===== config.mk =====
export PLATFORM = sky130hd
export DESIGN_NAME = pipe_stage_reg
export DESIGN_NICKNAME = d
export VERILOG_FILES = /design/src/rtl/pipe_stage_reg.sv
export SDC_FILE = /design/constraint.sdc
export NUM_CORES = 1
export LEC_CHECK = 0
export BUFFER_PORTS_ARGS = -buffer_cell sky130_fd_sc_hd__buf_4
export CORE_MARGIN = 2
export CORE_UTILIZATION = 40
export CTS_BUF_LIST = sky130_fd_sc_hd__clkbuf_2 sky130_fd_sc_hd__clkbuf_4 sky130_fd_sc_hd__clkbuf_8
export DETAILED_ROUTE_END_ITERATION = 8
export HOLD_SLACK_MARGIN = 0.1
export PLACE_DENSITY = 0.7
export RECOVER_POWER = 100
export REMOVE_ABC_BUFFERS = 1
export SETUP_SLACK_MARGIN = 0.02
export SYNTH_ARGS = -nofsm -noshare
export SYNTH_HDL_FRONTEND = slang
export SYNTH_SLANG_ARGS = --single-unit

===== constraint.sdc =====
create_clock -name clk -period 2.75 [get_ports clk]
set_clock_uncertainty 0.1 [all_clocks]
set_input_delay 0.55 -clock clk [delete_from_list [all_inputs] [get_ports clk]]
set_output_delay 0.55 -clock clk [all_outputs]
set_load 0.05 [all_outputs]

===== src/rtl/pipe_stage_reg.sv =====
// Fetch->decode pipeline stage register: valid/ready handshake, stall, flush.
// Define PIPE_STAGE_SKID_EN for a skid entry and a registered in_ready.
module pipe_stage_reg #(
    parameter int unsigned          INSTR_W   = 32,
    parameter int unsigned          XLEN      = 32,
    parameter logic [INSTR_W-1:0]   NOP_INSTR = INSTR_W'(32'h00000013)
) (
    input  logic               clk,
    input  logic               reset,
    input  logic               flush,
    input  logic               in_valid,
    output logic               in_ready,
    input  logic [INSTR_W-1:0] in_instr,
    input  logic [XLEN-1:0]    in_pc,
    input  logic               in_pred_taken,
    input  logic [XLEN-1:0]    in_pred_target,
    output logic               out_valid,
    input  logic               out_ready,
    output logic [INSTR_W-1:0] out_instr,
    output logic [XLEN-1:0]    out_pc,
    output logic               out_pred_taken,
    output logic [XLEN-1:0]    out_pred_target
);

    typedef enum logic [1:0] {
        EMPTY = 2'd0,
        ONE   = 2'd1,
        FULL  = 2'd2
    } state_e;

    typedef struct packed {
        logic [INSTR_W-1:0] instr;
        logic [XLEN-1:0]    pc;
        logic               pred_taken;
        logic [XLEN-1:0]    pred_target;
    } entry_t;

    localparam entry_t RESET_ENTRY = '{
        instr:       NOP_INSTR,
        pc:          '0,
        pred_taken:  1'b0,
        pred_target: '0
    };

    state_e state_q, state_d;
    entry_t m_q, m_d;
    entry_t in_e;
    logic   push, pop;

    assign in_e      = '{instr: in_instr, pc: in_pc, pred_taken: in_pred_taken,
                         pred_target: in_pred_target};
    assign out_valid = (state_q != EMPTY);
    assign push      = in_valid && in_ready;
    assign pop       = out_valid && out_ready;

    assign out_instr       = m_q.instr;
    assign out_pc          = m_q.pc;
    assign out_pred_taken  = m_q.pred_taken;
    assign out_pred_target = m_q.pred_target;

`ifdef PIPE_STAGE_SKID_EN
    entry_t s_q, s_d;
    logic   in_ready_q, in_ready_d;

    assign in_ready = in_ready_q;

    always_comb begin
        state_d = state_q;
        m_d     = m_q;
        s_d     = s_q;
        if (flush) begin
            state_d = EMPTY;
            m_d     = RESET_ENTRY;
        end else begin
            unique case (state_q)
                EMPTY: if (push) begin
                    m_d     = in_e;
                    state_d = ONE;
                end
                ONE: begin
                    if (push && !pop) begin
                        s_d     = in_e;
                        state_d = FULL;
                    end else if (push) begin
                        m_d = in_e;
                    end else if (pop) begin
                        state_d = EMPTY;
                    end
                end
                FULL: if (pop) begin
                    m_d     = s_q;
                    state_d = ONE;
                end
                default: state_d = EMPTY;
            endcase
        end
        // in_ready for next cycle mirrors the next occupancy
        in_ready_d = (state_d != FULL);
    end

    always_ff @(posedge clk) begin
        if (reset) begin
            state_q    <= EMPTY;
            m_q        <= RESET_ENTRY;
            s_q        <= '0;
            in_ready_q <= 1'b1;
        end else begin
            state_q    <= state_d;
            m_q        <= m_d;
            s_q        <= s_d;
            in_ready_q <= in_ready_d;
        end
    end
`else
    // Without the skid entry, acceptance depends on the consumer this cycle
    assign in_ready = !out_valid || out_ready;

    always_comb begin
        state_d = state_q;
        m_d     = m_q;
        if (flush) begin
            state_d = EMPTY;
            m_d     = RESET_ENTRY;
        end else begin
            unique case (state_q)
                EMPTY: if (push) begin
                    m_d     = in_e;
                    state_d = ONE;
                end
                ONE: begin
                    if (push) begin
                        m_d = in_e;
                    end else if (pop) begin
                        state_d = EMPTY;
                    end
                end
                default: state_d = EMPTY;
            endcase
        end
    end

    always_ff @(posedge clk) begin
        if (reset) begin
            state_q <= EMPTY;
            m_q     <= RESET_ENTRY;
        end else begin
            state_q <= state_d;
            m_q     <= m_d;
        end
    end
`endif

endmodule

## Yosys cells after proc, flatten, opt, wreduce, memory -nomap -nowiden

Cells that the tools add are included.

| word-level totals | value |
|---|---|
| bits of input ports | 102 |
| output and inout bits | 99 |
| bits in registers | 99 |
| word-level logic and storage cells | 23 |

| cells by class | value |
|---|---|
| mux-type cells | 4 |
| reduce and logical (&&, ||, !) cells | 10 |
| equal/unequal tests | 4 |

Operator list:

| cell | count |
|---|---|
| 2-to-1 mux 2 bit | 3 |
| != test 2 bit, second input constant | 3 |
| case mux 2 bit (2 select lines) | 1 |
| OR reduction 2 bit | 2 |
| AND reduction 3 bit | 1 |
| == test 2 x 1 -> 1 bit, second input constant | 1 |
| logical AND 1 bit | 2 |
| zero test 2 bit | 1 |
| AND reduction 2 bit | 1 |
| nonzero test 2 bit | 1 |
| zero test 1 bit | 1 |
| logical OR 1 bit | 1 |

## Logic depth before layout (Yosys ltp)

| logic depth | value |
|---|---|
| word-level depth | 6 |
| depth in mapped cells | 7 |
| gate-level depth less buffers | 3 |

## Least setup slack after synthesis

OpenSTA, ideal clock, no wires.

| path | value |
|---|---|
| kind | input to output |
| from | input out_ready |
| to | output in_ready |
| slack | 710 ps |
| arrival time | 1,390 ps |
| data required time | 2,100 ps |
| path buffers | 2 |
| cell stages on the path | 3 |
| cell sequence | nand2b_4 > buf_6 > clkbuf_1 |

| between the ends | value |
|---|---|
| word-level cells in the longest chain between the ends | 1 |

Ends and longest elaborated chain:

| element | line | text |
|---|---|---|
| from (decl) | 18 | `input logic out_ready,` |
| logical OR 1 bit | 116 | `assign in_ready = !out_valid \|\| out_ready;` |
| to (decl) | 12 | `output logic in_ready,` |

No other way between the ends.

## Final worst setup path

Same ends and word-level chain as after synthesis.

==> run metrics <==
outcome finished, final reports clean; Placement Cell Area 5316 um^2; initial antenna violation count 0; sequential area share after synthesis 0.5117; period utilisation layout 0.8058; Filler cells 999; Slew headroom 0.3030; CTS Buffer Depth 2; Avg WL per Cell 14.65 um; number of I/O pins 201; minimum clock period 2.216 ns; top-area cell type share of the netlist area 0.5117; Residual DRC 0; Crit-path slowest cell clkbuf_2; vias per cell 5.175; Synth Instances 448; drt pass-1 iters 4; Place WS 0.7527 ns; most frequent cell after synthesis dfxtp_1; # rows 35; fin area 5076 um^2; worst reg-to-reg setup slack 0.96 ns; final worst slack 0.5340 ns; YS warnings 0; Distinct cells, synth 16; Slew Viols, Final 0; max frequency 451.3 MHz; post-layout net count 713; GR Overflow Total 0; gpl congestion 0.7818; synthesized area per cell 8.557 um^2; postcts setup bufs 0; CP dominant cell by count buf_4; CTS sink cnt 98; CP max stage delay 0.38 ns; worst-margin pin slew 1.046 ns; Critical Path AT 1.57 ns; Crit path required time 2.10 ns; gr usage total 0.1987; Cell Pwr Density 605.9 nW/um^2; Startpoint Class input pin; hold buffers post-CTS 0; Yosys top cell by area dfxtp_1; Core ar. 9284 um^2; hold_ws 0.3231 ns; Root Buffer clkbuf_8; crit path max fanout 30; VDD IR-drop max 392.7 uV; H-tree levels 3; Synth Flop Type dfxtp_1; I/O Buffers 200; post-route ant nets 0; max-cap violation count 0; EDFF count, synth 0; Setup-failing EPs final 0; Die Y-Extent 101.9 um; CTS tree built; die width 101.9 um; RSZ-0062 raised after global routing no; insertion delay to the later sink of the worst-skew pair 0.34 ns; final WL 10900 um; crit path cell chain buf_4, nand2b_2, clkbuf_2, buf_4; layout cells sized above 1 0.2098; CTS clk-pin slew, worst paths 0.10 ns; CP endpoint kind output port; DPL Wire Length 6955 um; first-pass GRT wire length 16770 um; most frequent cells after synthesis 98 x dfxtp_1, 94 x nand2_1, 94 x nand4_1; vias in the first global route 3431; Setup CP Type in -> out; TritonCTS buffer count 9; worst min path class in -> reg; Die ar. 10380 um^2; antenna diode count 0; pin count of the biggest net entering global routing 193; asr flop ratio synth 0; DR vias 3850; synth top area cells dfxtp_1 51%, nand4_1 15%, nand2_1 9.2%, o21ai_0 8.7%, o21ai_2 6.2%; Synth Cell Area 3834 um^2; Layout area overhead 32.41%; FF+latch count, synth 98; final core occ 0.5468; initial core utilization 0.4129; DR iter-0 viols 169; Resized cells post-CTS 0; Leak 0.001863 uW; Fin. Hold Viols 0
worst max-delay path: cells and delay by family:
kind | cells | cell delay [ns]
buffers and inverters | 3 | 0.83
and+or+nand+nor | 1 | 0.18
layout make-up:
class | count | area [um^2] | area share
clock buffers | 10 | 137.6 | 0.02711
clock inverters | 5 | 102.6 | 0.02021
inverters | 4 | 15.01 | 0.002958
multi-input cells | 292 | 1496 | 0.2948
flip-flops and latches | 98 | 1962 | 0.3865
well taps | 129 | 161.4 | 0.03180
repair buffers | 206 | 1201 | 0.2366
cells in the final DEF, fill, tap and decap left out, drive strengths merged:
master    Yosys  routed
a21boi        1       1
and2          1       1
buf          12     106
bufinv        0       3
clkbuf       42     110
clkinv        0       1
clkinvlp      0       1
dfxtp        98      98
inv           4       4
nand2        94      94
nand2b        1       1
nand3         3       3
nand4        94      94
nor2          1       1
o211ai        3       3
o21ai        94      94
cell families after synthesis:
logic type / share of synthesized area
AND/OR/NAND/NOR: 0.2562
buffers and inverters: 0.07115
AO/OA/AOI/OAI: 0.1609
flip-flops: 0.5117
state kept, by name, summed over array words and instances, names as in the netlist:
register,flops
out_instr,32
out_pc,32
out_pred_target,32
out_pred_taken,1
state_q,1
where the power goes:
group / internal (uW) / total (uW) / switching [uW]
clock: 623 / 1100 / 479
combinational: 147 / 482 / 336
sequential: 1470 / 1490 / 24.1
metal layers:
layer,vias to the layer above,part of all wire,global-route usage
met5,-,0,0
met2,141,0.48,0.3224
li1,1916,-,-
met1,1781,0.42,0.2571
met3,12,0.085,0.06156
met4,0,0.011,0.05538
stage by stage:
stage	TNS (ns)	std cells	power, uW
2_1_floorplan	-413.87	394	1809
3_3_place_gp	0	729	2057
3_5_place_dp	0	729	2064
4_1_cts	0	744	3162
5_1_grt	0	744	3198
6_report	0	744	3076
path summary, 6_finish.rpt:
path,startpoint,endpoint,cells past startpoint
worst max register to register,state_q[0],out_pc[12],4
worst min-delay path,in_pc[17],out_pc[17],3
worst min register to register,out_pc[9],out_pc[9],2
worst max-delay path,out_ready,in_ready,4
(Power assumes the default switching activity.)
